$ cat src/rtl/alu_pkg.sv
// Shared definitions for the ALU arbiter: default widths, ALU control codes,
// the arbiter FSM state type and the control-code legality decode.
package alu_pkg;

    localparam int ALU_WIDTH  = 48;
    localparam int ALU_CTRL_W = 4;

    localparam logic [ALU_CTRL_W-1:0] CTRL_AND = 4'h0;
    localparam logic [ALU_CTRL_W-1:0] CTRL_OR  = 4'h1;
    localparam logic [ALU_CTRL_W-1:0] CTRL_ADD = 4'h2;
    localparam logic [ALU_CTRL_W-1:0] CTRL_SUB = 4'h6;
    localparam logic [ALU_CTRL_W-1:0] CTRL_SLT = 4'h7;
    localparam logic [ALU_CTRL_W-1:0] CTRL_NOR = 4'hC;

    typedef enum logic [1:0] {
        ST_IDLE,
        ST_EXEC,
        ST_RESP
    } arb_state_t;

    function automatic logic ctrl_legal(input logic [ALU_CTRL_W-1:0] code);
        case (code)
            CTRL_AND, CTRL_OR, CTRL_ADD,
            CTRL_SUB, CTRL_SLT, CTRL_NOR: return 1'b1;
            default:                      return 1'b0;
        endcase
    endfunction

endpackage

$ cat src/rtl/alu_arbiter_if.sv
// Request/response bundle between two ALU requesters, the arbiter and the
// response consumer. Requester i occupies slice i of the packed operand buses.
interface alu_arbiter_if #(
    parameter int WIDTH  = 48,
    parameter int CTRL_W = 4
) ();
    logic [1:0]          req_valid;
    logic [1:0]          req_ready;
    logic [2*WIDTH-1:0]  req_a;
    logic [2*WIDTH-1:0]  req_b;
    logic [2*CTRL_W-1:0] req_ctrl;
    logic                rsp_valid;
    logic                rsp_ready;
    logic                rsp_id;
    logic [WIDTH-1:0]    rsp_result;
    logic                rsp_zero;
    logic                rsp_err;

    modport master (
        output req_valid, req_a, req_b, req_ctrl, rsp_ready,
        input  req_ready, rsp_valid, rsp_id, rsp_result, rsp_zero, rsp_err
    );

    modport slave (
        input  req_valid, req_a, req_b, req_ctrl, rsp_ready,
        output req_ready, rsp_valid, rsp_id, rsp_result, rsp_zero, rsp_err
    );
endinterface

$ cat src/rtl/alu.sv
// Combinational ALU: AND, OR, ADD, SUB, signed SLT, NOR. Unsupported codes
// produce zero. ADD/SUB wrap modulo 2^WIDTH.
module alu
    import alu_pkg::*;
#(
    parameter int WIDTH  = ALU_WIDTH,
    parameter int CTRL_W = ALU_CTRL_W
) (
    input  logic [WIDTH-1:0]  a,
    input  logic [WIDTH-1:0]  b,
    input  logic [CTRL_W-1:0] ctrl,
    output logic [WIDTH-1:0]  y,
    output logic              zero
);

    always_comb begin
        y = '0;
        case (ctrl)
            CTRL_AND: y = a & b;
            CTRL_OR:  y = a | b;
            CTRL_ADD: y = a + b;
            CTRL_SUB: y = a - b;
            CTRL_SLT: y = ($signed(a) < $signed(b)) ? WIDTH'(1) : '0;
            CTRL_NOR: y = ~(a | b);
            default:  y = '0;
        endcase
        zero = (y == '0);
    end

endmodule

$ cat src/rtl/alu_arbiter.sv
// Two-requester front end for a shared ALU: IDLE accepts one request, EXEC
// registers the result, RESP holds it until consumed. Tie-break is round-robin
// unless ALU_ARB_FIXED_PRIO_EN is defined (requester 0 always wins ties).
module alu_arbiter
    import alu_pkg::*;
#(
    parameter int WIDTH  = ALU_WIDTH,
    parameter int CTRL_W = ALU_CTRL_W
) (
    input  logic         clk,
    input  logic         rst_n,
    alu_arbiter_if.slave bus
);

    logic [WIDTH-1:0]  a_slice    [2];
    logic [WIDTH-1:0]  b_slice    [2];
    logic [CTRL_W-1:0] ctrl_slice [2];

    generate
        for (genvar gi = 0; gi < 2; gi++) begin : g_slice
            assign a_slice[gi]    = bus.req_a[gi*WIDTH +: WIDTH];
            assign b_slice[gi]    = bus.req_b[gi*WIDTH +: WIDTH];
            assign ctrl_slice[gi] = bus.req_ctrl[gi*CTRL_W +: CTRL_W];
        end
    endgenerate

    arb_state_t        state_reg;
    logic              idle_reg;
    logic [WIDTH-1:0]  a_reg;
    logic [WIDTH-1:0]  b_reg;
    logic [CTRL_W-1:0] ctrl_reg;
    logic              id_reg;
    logic              rsp_valid_reg;
    logic              rsp_id_reg;
    logic [WIDTH-1:0]  rsp_result_reg;
    logic              rsp_zero_reg;
    logic              rsp_err_reg;
`ifndef ALU_ARB_FIXED_PRIO_EN
    logic              last_grant_reg;
`endif

    logic grant_id;
    logic transfer;

    always_comb begin
        grant_id = 1'b0;
        if (bus.req_valid == 2'b11) begin
`ifdef ALU_ARB_FIXED_PRIO_EN
            grant_id = 1'b0;
`else
            grant_id = ~last_grant_reg;
`endif
        end else if (bus.req_valid[1]) begin
            grant_id = 1'b1;
        end
    end

    // idle_reg is low during reset, so no requester sees ready until released.
    assign bus.req_ready = (idle_reg && state_reg == ST_IDLE)
                         ? ((grant_id ? 2'b10 : 2'b01) & bus.req_valid) : 2'b00;
    assign transfer      = idle_reg && (state_reg == ST_IDLE) && (|bus.req_valid);

    logic [WIDTH-1:0] alu_y;
    logic             alu_zero;
    logic             ctrl_err;

    alu #(.WIDTH(WIDTH), .CTRL_W(CTRL_W)) u_alu (
        .a    (a_reg),
        .b    (b_reg),
        .ctrl (ctrl_reg),
        .y    (alu_y),
        .zero (alu_zero)
    );

    assign ctrl_err = ~ctrl_legal(ctrl_reg);

    always_ff @(posedge clk or negedge rst_n) begin
        if (!rst_n) begin
            state_reg      <= ST_IDLE;
            idle_reg       <= 1'b0;
            a_reg          <= '0;
            b_reg          <= '0;
            ctrl_reg       <= '0;
            id_reg         <= 1'b0;
            rsp_valid_reg  <= 1'b0;
            rsp_id_reg     <= 1'b0;
            rsp_result_reg <= '0;
            rsp_zero_reg   <= 1'b0;
            rsp_err_reg    <= 1'b0;
`ifndef ALU_ARB_FIXED_PRIO_EN
            last_grant_reg <= 1'b1;
`endif
        end else begin
            case (state_reg)
                ST_IDLE: begin
                    idle_reg <= 1'b1;
                    if (transfer) begin
                        a_reg     <= a_slice[grant_id];
                        b_reg     <= b_slice[grant_id];
                        ctrl_reg  <= ctrl_slice[grant_id];
                        id_reg    <= grant_id;
                        idle_reg  <= 1'b0;
                        state_reg <= ST_EXEC;
`ifndef ALU_ARB_FIXED_PRIO_EN
                        last_grant_reg <= grant_id;
`endif
                    end
                end
                ST_EXEC: begin
                    rsp_result_reg <= ctrl_err ? '0 : alu_y;
                    rsp_zero_reg   <= ctrl_err ? 1'b1 : alu_zero;
                    rsp_err_reg    <= ctrl_err;
                    rsp_id_reg     <= id_reg;
                    rsp_valid_reg  <= 1'b1;
                    state_reg      <= ST_RESP;
                end
                ST_RESP: begin
                    if (bus.rsp_ready) begin
                        rsp_valid_reg <= 1'b0;
                        idle_reg      <= 1'b1;
                        state_reg     <= ST_IDLE;
                    end
                end
                default: begin
                    idle_reg  <= 1'b0;
                    state_reg <= ST_IDLE;
                end
            endcase
        end
    end

    assign bus.rsp_valid  = rsp_valid_reg;
    assign bus.rsp_id     = rsp_id_reg;
    assign bus.rsp_result = rsp_result_reg;
    assign bus.rsp_zero   = rsp_zero_reg;
    assign bus.rsp_err    = rsp_err_reg;

endmodule

$ cat src/flat_wrapper.sv
// flat-port wrapper written by rule: the top's interface ports become plain ports
module alu_arbiter_flat import alu_pkg::*;
#(
    parameter int WIDTH  = ALU_WIDTH,
    parameter int CTRL_W = ALU_CTRL_W
)
  (clk, rst_n, bus_req_valid, bus_req_a, bus_req_b, bus_req_ctrl, bus_rsp_ready, bus_req_ready, bus_rsp_valid, bus_rsp_id, bus_rsp_result, bus_rsp_zero, bus_rsp_err);
  alu_arbiter_if #(.WIDTH(WIDTH), .CTRL_W(CTRL_W)) bus_i ();
  input  logic clk;
  input  logic rst_n;
  input wire logic [$bits(bus_i.req_valid)-1:0] bus_req_valid;
  input wire logic [$bits(bus_i.req_a)-1:0] bus_req_a;
  input wire logic [$bits(bus_i.req_b)-1:0] bus_req_b;
  input wire logic [$bits(bus_i.req_ctrl)-1:0] bus_req_ctrl;
  input wire logic [$bits(bus_i.rsp_ready)-1:0] bus_rsp_ready;
  output wire logic [$bits(bus_i.req_ready)-1:0] bus_req_ready;
  output wire logic [$bits(bus_i.rsp_valid)-1:0] bus_rsp_valid;
  output wire logic [$bits(bus_i.rsp_id)-1:0] bus_rsp_id;
  output wire logic [$bits(bus_i.rsp_result)-1:0] bus_rsp_result;
  output wire logic [$bits(bus_i.rsp_zero)-1:0] bus_rsp_zero;
  output wire logic [$bits(bus_i.rsp_err)-1:0] bus_rsp_err;
  assign bus_i.req_valid = bus_req_valid;
  assign bus_i.req_a = bus_req_a;
  assign bus_i.req_b = bus_req_b;
  assign bus_i.req_ctrl = bus_req_ctrl;
  assign bus_i.rsp_ready = bus_rsp_ready;
  assign bus_req_ready = bus_i.req_ready;
  assign bus_rsp_valid = bus_i.rsp_valid;
  assign bus_rsp_id = bus_i.rsp_id;
  assign bus_rsp_result = bus_i.rsp_result;
  assign bus_rsp_zero = bus_i.rsp_zero;
  assign bus_rsp_err = bus_i.rsp_err;
  alu_arbiter #(.WIDTH(WIDTH), .CTRL_W(CTRL_W)) u_core (.clk(clk), .rst_n(rst_n), .bus(bus_i));
endmodule
$ cat config.mk
export PLATFORM = sky130hd
export DESIGN_NAME = alu_arbiter_flat
export DESIGN_NICKNAME = d
export VERILOG_FILES = /design/src/rtl/alu_pkg.sv /design/src/rtl/alu_arbiter_if.sv /design/src/rtl/alu.sv /design/src/rtl/alu_arbiter.sv /design/src/flat_wrapper.sv
export SDC_FILE = /design/constraint.sdc
export NUM_CORES = 1
export LEC_CHECK = 0
export BUFFER_PORTS_ARGS = -buffer_cell sky130_fd_sc_hd__buf_2
export CELL_PAD_IN_SITES_DETAIL_PLACEMENT = 0
export CELL_PAD_IN_SITES_GLOBAL_PLACEMENT = 2
export CORE_ASPECT_RATIO = 0.7
export CORE_MARGIN = 5
export CORE_UTILIZATION = 36
export CTS_BUF_LIST = sky130_fd_sc_hd__clkbuf_4
export DETAILED_ROUTE_END_ITERATION = 12
export HOLD_SLACK_MARGIN = 0.15
export PLACE_DENSITY = 0.88
export SLEW_MARGIN = 10
export SYNTH_ARGS = -nofsm -noshare
export SYNTH_HDL_FRONTEND = slang
export SYNTH_HIERARCHICAL = 1
export SYNTH_SLANG_ARGS = --single-unit
$ cat constraint.sdc
create_clock -name clk -period 4.6 [get_ports clk]
set_clock_uncertainty 0.05 [all_clocks]
set_input_delay 0.69 -clock clk [delete_from_list [all_inputs] [get_ports clk]]
set_output_delay 0.69 -clock clk [all_outputs]
set_load 0.01 [all_outputs]
==> metrics.md, run 1 <==
| Metric | Value |
|---|---|
| Initial antenna violation count | `3` |
| Peak fanout along the critical path | `4` |
| Die area | `49900 um2` |
| Commonest non-fill, non-tap cell in the layout | `buf_4` |
| Vias per inst | `5.66` |
| Critical path endpoint | `u_core/bus.rsp_zero$_DFFE_PN0P_` |
| Fin util | `45.9%` |
| WL/cell | `21.8 um` |
| Overall routing resource usage | `24.5%` |
| Fin Setup TNS | `0 ns` |
| Register bit total from synthesis | `157` |
| Commonest non-fill, non-tap cells in the layout | `buf_4 (271), buf_2 (257), a21oi_1 (171)` |
| WP data required | `5.21 ns` |
| Reg area | `3930 um2` |
| DRT antenna net count | `0` |
| R2r setup slk | `0.06 ns` |
| Via count | `16500` |
| Clock buffer depth | `2` |
| Cells after DPL | `2861` |
| Die width | `265 um` |
| RePlAce Congestion | `0.960` |
| Max H-tree Level | `4` |
| Core Region | `45100 um2` |
| FMAX | `0.220 GHz` |
| Synth Warn # | `6` |
| Synth async-reset ratio | `100%` |
| Router iterations before antenna repair | `6` |
| Avg Cell Area, Syn | `8.83 um2` |
| Worst-path clk slew | `0.17 ns` |
| Die height | `188 um` |
| IO Count | `259` |
| Synth Flop Type | `dfrtp_1` |
| Multi-input logic area | `11600 um2` |
| Layout cells sized above 1 | `34.6%` |
| HP Start | `bus_req_b[7]` |
| RSZ-0062 raised after global routing | `yes` |
| Final Hold Fails | `0` |
| Hold WS | `0.250 ns` |
| HP Class | `in2reg` |
| Fillers | `4518` |
| Port Buffers | `258` |
| Critical path endpoint category | `register` |
| Least-Margin Pin Slew | `1.18 ns` |
| Row count | `65` |
| Post-route DRC | `0` |
| Sequential area share after synthesis | `24.0%` |
| Initial drt markers | `1655` |
| Period utilisation layout | `98.7%` |
| Status | `finished, final reports clean` |
| First-pass GRT wire length | `96.1 mm` |
| Nets | `2647` |
| Pin count of the biggest net entering global routing | `82` |
| Pins Over Slew Limit | `0` |
| Worst reg-to-reg path cell count | `20` |
| Syn Std Cell Area | `16400 um2` |
| Fin crit period | `4.54 ns` |
| CP arrival | `5.14 ns` |
| Distinct cells, synth | `98` |
| Post-synth EDFFs | `0` |
| Area Growth Syn to Fin | `26.4%` |
| Final non-filler cell total | `2909` |
| Crit path launch type | `register` |
| Syn nets | `2212` |
| Wirelength, routed | `63.3 mm` |
| GRT Residual Overflow | `0` |
| Starting Density | `36.3%` |
| Crit path from | `u_core/b_reg[4]$_DFFE_PN0P_` |
| DP HPWL | `50.2 mm` |
| Worst relative slew slack | `20.7%` |
| Clock sink count | `157` |
| Reg-to-reg critical path endpoint | `u_core/bus.rsp_zero$_DFFE_PN0P_` |
| Final setup vio count | `0` |
| CTS buffer count | `17` |
| Worst reg2reg startpoint | `u_core/b_reg[4]$_DFFE_PN0P_` |
| CTS tree | `built` |
| Critical path class | `reg2reg` |
| Worst skew pair latency | `0.72 ns` |
| Max_cap viols | `0` |
| CTS root buffer | `clkbuf_4` |
| Post-Syn Instances | `1855` |
| Number of global-route vias before repair | `15900` |
==> worst max-delay path, cell delays in order (launching register included) <==
cell,delay [ns]
dfrtp_1,0.42
buf_4,0.13
buf_4,0.12
ha_1,0.25
a211o_1,0.30
nand2_1,0.14
buf_4,0.15
a21oi_1,0.07
buf_4,0.18
o21ai_0,0.39
a21o_1,0.32
buf_4,0.17
nor2_1,0.04
o311ai_0,0.30
o211ai_1,0.25
nor2_1,0.25
nor4b_1,0.42
nand4_1,0.18
nor4_2,0.15
mux2i_1,0.09
o21ai_1,0.10
==> cell usage after synthesis (7+ instances only) <==
| cell type | number | area, um2 |
|---|---|---|
| a21oi_1 | 177 | 886 |
| dfrtp_1 | 156 | 3900 |
| inv_1 | 152 | 571 |
| ha_1 | 150 | 1880 |
| nor2_1 | 145 | 544 |
| mux2_1 | 78 | 878 |
| o21ai_0 | 72 | 360 |
| nand2_1 | 69 | 259 |
| mux2_4 | 67 | 1010 |
| clkbuf_1 | 63 | 236 |
| mux2_2 | 59 | 664 |
| mux2i_1 | 55 | 551 |
| a221oi_1 | 40 | 350 |
| nor3_1 | 37 | 185 |
| nand3_1 | 35 | 175 |
| o31ai_1 | 25 | 188 |
| nor4_1 | 23 | 144 |
| buf_2 | 21 | 105 |
| o211ai_1 | 21 | 158 |
| o21bai_1 | 20 | 150 |
| or3_1 | 20 | 125 |
| a21o_1 | 19 | 143 |
| nand4_1 | 19 | 119 |
| a221o_1 | 18 | 180 |
| o21a_1 | 17 | 128 |
| a211oi_1 | 16 | 120 |
| buf_6 | 14 | 158 |
| a31oi_1 | 13 | 81.3 |
| nor2b_1 | 12 | 75.1 |
| o22ai_1 | 12 | 75.1 |
| and3_1 | 11 | 68.8 |
| nand2b_1 | 11 | 68.8 |
| a22oi_1 | 10 | 75.1 |
| buf_1 | 10 | 37.5 |
| a211o_1 | 9 | 78.8 |
| xnor2_1 | 9 | 78.8 |
| and2_1 | 8 | 50.1 |
| o221a_2 | 8 | 90.1 |
| o211a_1 | 7 | 70.1 |
| or2_2 | 7 | 43.8 |
==> metrics by stage <==
stage,setup slack (ns),instance area [um2]
2_1_floorplan,0.487,16400
4_1_cts,0.000254,20400
3_3_place_gp,-0.210,19800
6_report,0.0602,20700
3_5_place_dp,-0.405,19800
5_1_grt,-0.0547,20700
==> worst min-delay path by stage <==
| stage | endpoint | cells after the start |
|---|---|---|
| 3_3_place_gp | u_core/bus.rsp_id$_DFFE_PN0P_ | 2 |
| 4_1_cts | u_core/a_reg[36]$_DFFE_PN0P_ | 3 |
| 5_1_grt | u_core/b_reg[37]$_DFFE_PN0P_ | 3 |
| 6_report | u_core/b_reg[7]$_DFFE_PN0P_ | 3 |
| 3_5_place_dp | u_core/bus.rsp_id$_DFFE_PN0P_ | 2 |
| 2_1_floorplan | u_core/a_reg[0]$_DFFE_PN0P_ | 0 |
==> layer usage <==
metal | vias up | routed length (um) | track usage [%]
li1 | 7739 | - | -
met5 | - | 0 | 0
met1 | 8019 | 32500 | 39.8
met4 | 0 | 743 | 4.44
met3 | 38 | 5190 | 4.57
met2 | 664 | 24900 | 33.2
==> cell type report <==
| type | count | share of cell area (%) |
|---|---|---|
| diodes | 5 | 0.0605 |
| multi-input cells | 1423 | 56.2 |
| inverters | 156 | 2.83 |
| flip-flops and latches | 157 | 19.0 |
| clock inverters | 13 | 1.16 |
| clock buffers | 17 | 0.617 |
| repair buffers | 535 | 16.5 |
| well taps | 603 | 3.65 |
==> cell families (layout without fill, tap and decap cells) <==
logic type                 count (synthesis)  in the layout  share of synthesized area (%)
muxes                                    259            259                           18.9
AOI/OAI and AO/OA                        572            572                           23.9
adders and majority gates                152            152                           11.7
buffers and inverters                    275            721                           7.63
other                                      0              5                              0
and+or+nand+nor                          429            429                           13.1
DFF                                      157            157                           24.0
xor gates and xnor gates                  11             11                          0.703
==> repair_timing <==
action | 4_1_cts | 5_1_grt
pin swaps | 9 | 26
endpoints found under the hold margin | 82 | 0
hold buffers | 4 | 0
buffers inserted | 2 | 7
gates resized for setup | 27 | 61
endpoints found under the setup margin | 1 | 1
Power of run 1 is not shown: default switching activity piles up to over one toggle a cycle in this logic, so the estimate is an artifact.
==> run 2: changes to the inputs <==
PLACE_DENSITY = unset   (was 0.88)
PLACE_DENSITY_LB_ADDON = 0.12   (was unset)
==> run 2 against run 1 <==
Die area unchanged. Non-clock buffer count is 63 higher. Via count increased by 1.7%. Maximum frequency shrank 0.45%. Final cell count increased by 2.2%. Sequential share of layout area is 0.51 points lower. Count of clock-buffer cells in the layout up 2. Wire length increased by 7.6%. Critical path type unchanged. Highest routed layer unchanged.
==> metrics.md, run 2 (same netlist as run 1, synthesis figures left out) <==
| Metric | Value |
|---|---|
| Status | `finished, final reports clean` |
| Slowest-stage cell, CP | `or4b_4` |
| Starting Density | `36.3%` |
| Commonest non-fill, non-tap cell in the layout | `buf_4` |
| WP data required | `5.18 ns` |
| Number of global-route vias before repair | `16400` |
| FMAX | `0.219 GHz` |
| HP Start | `bus_req_valid[1]` |
| HP Class | `in2reg` |
| WL/cell | `22.9 um` |
| Core Region | `45100 um2` |
| Layout cells sized above 1 | `37.0%` |
| R2r setup slk | `0.04 ns` |
| Hold Path End | `u_core/last_grant_reg$_DFFE_PN1P_` |
| Row count | `65` |
| Worst reg-to-reg path cell count | `16` |
| Router iterations before antenna repair | `6` |
| CP arrival | `5.14 ns` |
| Overall routing resource usage | `26.3%` |
| CP top delay family | `simple AND/OR/NAND/NOR gates` |
| First-pass GRT wire length | `102 mm` |
| Buf/Inv on CP | `2` |
| Die height | `188 um` |
| Post-route DRC | `0` |
| Least-Margin Pin Slew | `1.02 ns` |
| Worst relative slew slack | `31.4%` |
| Period utilisation layout | `99.1%` |
| GRT Residual Overflow | `0` |
| IO Count | `259` |
| CTS root buffer | `clkbuf_4` |
| Pins Over Slew Limit | `0` |
| Max incr delay on CP | `0.53 ns` |
| Pin count of the biggest net entering global routing | `102` |
| Worst reg2reg startpoint | `u_core/b_reg[2]$_DFFE_PN0P_` |
| Port Buffers | `258` |
| Wirelength, routed | `68.1 mm` |
| Worst skew pair latency | `0.69 ns` |
| Via count | `16700` |
| Die width | `265 um` |
| DRT antenna net count | `0` |
| Most used cell along the critical path | `or4_4` |
| Initial antenna violation count | `1` |
| Clock sink count | `157` |
| Hold Path Depth | `3` |
| Nets | `2710` |
| CTS buffer count | `17` |
| Final Hold Fails | `0` |
| Final setup vio count | `0` |
| Max H-tree Level | `4` |
| Critical path endpoint category | `register` |
| Fin Setup TNS | `0 ns` |
| Hold WS | `0.219 ns` |
| RSZ-0062 raised after global routing | `yes` |
| Critical path class | `reg2reg` |
| Peak fanout along the critical path | `4` |
| Commonest non-fill, non-tap cells in the layout | `buf_4 (332), buf_2 (257), a21oi_1 (168)` |
| CP Cell Sequence | `inv_1 -> ha_1 -> nor2b_2 -> o211ai_1 -> buf_4 -> nand2_2 -> a221o_1 -> a22o_1 -> or4b_4 -> or4_4 -> or4_4 -> nor4_4 -> nand4_1 -> nor4_2 -> mux2i_1 -> o21ai_1` |
| Initial drt markers | `1443` |
| Crit path launch type | `register` |
| CTS tree | `built` |
| Vias per inst | `5.63` |
| DP HPWL | `54.6 mm` |
| Area Growth Syn to Fin | `29.8%` |
| RePlAce Congestion | `0.944` |
| Die area | `49900 um2` |
| Worst-path clk slew | `0.17 ns` |
| Max_cap viols | `0` |
| Fin crit period | `4.56 ns` |
| Clock buffer depth | `2` |
| Reg-to-reg critical path endpoint | `u_core/bus.rsp_zero$_DFFE_PN0P_` |
-- run 2: cell count changes in the layout (fill, tap and decap cells not counted), sizes merged, moves of 2 or more --
| cell | change |
|---|---|
| clkinv | -2 |
| inv | +2 |
| buf | +64 |
| bufinv | -2 |
| diode | -2 |
| clkinvlp | +2 |
| clkbuf | +2 |
-- run 2: final cells by class --
class	count	area (um2)
diodes	3	7.51
clock buffers	19	143
clock inverters	13	186
fillers	4442	23800
inverters	156	586
multi-input cells	1423	11700
flip-flops and latches	157	3930
well taps	603	754
repair buffers	598	3920
-- run 2: what timing repair did --
action                                  CTS  global route
gates resized for setup                  33            70
endpoints found under the hold margin    70             0
pin swaps                                 9            15
hold buffers                              3             0
endpoints found under the setup margin    2             2
buffers inserted                          3             4
-- run 2: worst max path at each step --
stage                           startpoint  depth (start not counted)                              end  slack (ns)
2_1_floorplan  u_core/a_reg[1]$_DFFE_PN0P_                         16  u_core/bus.rsp_zero$_DFFE_PN0P_        0.49
3_3_place_gp   u_core/b_reg[3]$_DFFE_PN0P_                         19  u_core/bus.rsp_zero$_DFFE_PN0P_       -0.38
3_5_place_dp   u_core/b_reg[3]$_DFFE_PN0P_                         19  u_core/bus.rsp_zero$_DFFE_PN0P_       -0.42
4_1_cts        u_core/b_reg[3]$_DFFE_PN0P_                         18  u_core/bus.rsp_zero$_DFFE_PN0P_       0.006
5_1_grt        u_core/a_reg[6]$_DFFE_PN0P_                         20  u_core/bus.rsp_zero$_DFFE_PN0P_       -0.11
6_report       u_core/b_reg[2]$_DFFE_PN0P_                         16  u_core/bus.rsp_zero$_DFFE_PN0P_        0.04
-- run 2: layer usage --
layer | GRT usage (%) | vias up | part of all wire, %
met5 | 0 | - | 0
met4 | 4.58 | 0 | 1.2
met3 | 7.22 | 67 | 8.9
met2 | 34.5 | 691 | 38
met1 | 42.5 | 8128 | 52
li1 | - | 7859 | -
-- run 2: worst register-to-register path: cells and delay by family, from the launching register on --
kind	cells	cell delay (ns)
adder cells (fa/ha/maj)	1	0.36
flip-flops	1	0.38
multiplexers	1	0.10
buffers and inverters	2	0.27
AO/OA/AOI/OAI	4	1.07
AND/OR/NAND/NOR	8	2.27
-- run 2: stage by stage --
step | cell area (um2) | util [%] | setup slack, ns | instances
3_5_place_dp | 20400 | 45.2 | -0.420 | 2927
3_3_place_gp | 20400 | 45.2 | -0.381 | 2927
5_1_grt | 21300 | 47.2 | -0.113 | 2971
2_1_floorplan | 16400 | - | 0.487 | 1855
4_1_cts | 20900 | 46.4 | 0.00628 | 2965
6_report | 21300 | 47.2 | 0.0396 | 2972
Power of run 2 is left out for the same reason.
==> run 3: changes to the inputs <==
CORE_UTILIZATION = 33   (was 36)
clock period = 3.8 ns   (was 4.6 ns; I/O delays follow)
==> run 3 against run 2 <==
The flow now finishes with violations (negative setup slack). Worst setup slack got worse by 0.93 ns. Highest routed layer unchanged. Sequential cell count unchanged. Non-clock buffer count increased by 427. Hold slack got worse by 0.0037 ns. Core utilization up 4.1 points. First-iteration DRC count increased by 4.6%.
==> metrics.md, run 3 (same netlist as run 1, synthesis figures left out) <==
| Metric | Value |
|---|---|
| Hold Path End | `u_core/a_reg[21]$_DFFE_PN0P_` |
| R2r setup slk | `-0.89 ns` |
| Critical path class | `reg2reg` |
| GRT Residual Overflow | `0` |
| Fin crit period | `4.69 ns` |
| Met3 WL post-DR | `5.49 mm` |
| Die area | `54200 um2` |
| Router iterations before antenna repair | `5` |
| CTS buffer count | `17` |
| Reg-to-reg critical path endpoint | `u_core/bus.rsp_zero$_DFFE_PN0P_` |
| HP Start | `bus_req_a[21]` |
| Row count | `68` |
| Clock buffer depth | `2` |
| Worst reg-to-reg path cell count | `17` |
| WL/cell | `21.4 um` |
| Metal1 wirelength | `38.9 mm` |
| Clock sink count | `157` |
| Vias per inst | `5.25` |
| Highest Signal Layer | `met4` |
| Wirelength, routed | `73.9 mm` |
| RePlAce Congestion | `0.920` |
| Status | `finished with violations` |
| Max H-tree Level | `4` |
| DP HPWL | `58.1 mm` |
| Final setup vio count | `4` |
| Via count | `18200` |
| Worst skew pair latency | `0.70 ns` |
| Layout cells sized above 1 | `41.3%` |
| Worst relative slew slack | `39.8%` |
| Routed wl met2 | `28.8 mm` |
| Fillers | `4800` |
| Starting Density | `33.3%` |
| Initial drt markers | `1509` |
| Overall routing resource usage | `26.3%` |
| Worst-path clk slew | `0.17 ns` |
| Critical path endpoint category | `register` |
| Peak fanout along the critical path | `2` |
| Initial antenna violation count | `1` |
| Post-route DRC | `0` |
| Commonest non-fill, non-tap cell in the layout | `buf_4` |
| Nets | `3137` |
| DRT antenna net count | `0` |
| Crit path launch type | `register` |
| Final Hold Fails | `0` |
| First-pass GRT wire length | `111 mm` |
| Fin Setup TNS | `-1.16 ns` |
| IO Count | `259` |
| CTS tree | `built` |
| Pin count of the biggest net entering global routing | `103` |
| FMAX | `0.213 GHz` |
| Setup ws final | `-0.895 ns` |
| WP data required | `4.40 ns` |
| Failing checks | `negative setup slack` |
| Port Buffers | `258` |
| Area Growth Syn to Fin | `54.1%` |
| Commonest non-fill, non-tap cells in the layout | `buf_4 (573), buf_2 (257), dlygate4sd3_1 (180)` |
| Worst reg2reg startpoint | `u_core/a_reg[0]$_DFFE_PN0P_` |
| Least-Margin Pin Slew | `0.899 ns` |
| CTS root buffer | `clkbuf_4` |
| Pins Over Slew Limit | `0` |
| Period utilisation layout | `124%` |
| Die height | `196 um` |
| Number of global-route vias before repair | `18200` |
| RSZ-0062 raised after global routing | `yes` |
| CP arrival | `5.29 ns` |
| Die width | `276 um` |
| Max_cap viols | `0` |
| HP Class | `in2reg` |
| Hold Path Depth | `3` |
| Core Region | `49200 um2` |
==> run 3: changes by cell type in the layout (fill, tap and decap cells not counted), sizes merged <==
cell / before / now
clkinv: 3 / 8
clkbuf: 19 / 17
clkinvlp: 3 / 1
bufinv: 4 / 2
diode: 3 / 4
buf: 595 / 845
dlygate4sd3: 3 / 180
inv: 159 / 160
==> run 3: repair_timing <==
action                                 in CTS  in global routing
setup endpoints to repair                  24                 24
endpoints found under the hold margin     150                  0
cloned                                      0                  0
hold buffers                              180                  0
gates resized for setup                    58                 80
setup buffers                               9                 10
pin swaps                                  14                 24
==> run 3: how the worst max path moves through the flow <==
stage                                  from                               to  slack, ns  cells after the start
2_1_floorplan   u_core/b_reg[4]$_DFFE_PN0P_  u_core/bus.rsp_zero$_DFFE_PN0P_      -0.20                     17
3_3_place_gp   u_core/b_reg[16]$_DFFE_PN0P_  u_core/bus.rsp_zero$_DFFE_PN0P_      -1.19                     18
3_5_place_dp    u_core/b_reg[4]$_DFFE_PN0P_  u_core/bus.rsp_zero$_DFFE_PN0P_      -1.13                     19
4_1_cts         u_core/a_reg[0]$_DFFE_PN0P_  u_core/bus.rsp_zero$_DFFE_PN0P_      -0.75                     20
5_1_grt         u_core/a_reg[3]$_DFFE_PN0P_  u_core/bus.rsp_zero$_DFFE_PN0P_      -1.09                     18
6_report        u_core/a_reg[0]$_DFFE_PN0P_  u_core/bus.rsp_zero$_DFFE_PN0P_      -0.89                     17
==> run 3: stage by stage <==
stage | instances | area, um2 | util (%) | hold slack, ns | worst slack, ns
floorplan | 1855 | 16500 | - | 0.224 | -0.201
global placement | 3227 | 22300 | 45.4 | 0.412 | -1.19
detailed placement | 3227 | 22300 | 45.4 | 0.438 | -1.13
CTS | 3448 | 24800 | 50.4 | 0.150 | -0.755
global route | 3462 | 25200 | 51.3 | 0.161 | -1.09
finish | 3462 | 25200 | 51.3 | 0.215 | -0.895
==> run 3: cell type report <==
| cell class | instances | area [um2] | share of cell area [%] |
|---|---|---|---|
| tap | 665 | 832 | 3.30 |
| clock buffer | 17 | 128 | 0.506 |
| multi-input combinational | 1423 | 12000 | 47.4 |
| clock inverter | 15 | 164 | 0.650 |
| inverter | 156 | 586 | 2.32 |
| timing repair buffer | 1025 | 7610 | 30.2 |
| antenna | 4 | 10.0 | 0.0397 |
| sequential | 157 | 3930 | 15.6 |
==> run 3: routing by layer <==
| metal | track usage (%) | vias to the layer above |
|---|---|---|
| met5 | 0 | - |
| li1 | - | 8715 |
| met3 | 6.48 | 34 |
| met1 | 41.6 | 8846 |
| met2 | 36.2 | 577 |
| met4 | 4.47 | 0 |
==> run 3: worst max-delay path, stage by stage (launching register included) <==
cell	delay (ns)
dfrtp_1	0.41
inv_1	0.06
ha_1	0.22
fa_2	0.36
nor2_2	0.18
buf_4	0.14
o31ai_1	0.09
a221oi_2	0.38
o221ai_2	0.21
nor4b_4	0.28
or4b_4	0.50
or4_4	0.49
or4_4	0.45
nor4_4	0.22
nand4_1	0.18
nor4_2	0.23
mux2i_1	0.10
o21ai_1	0.10
Power of run 3 is left out for the same reason.
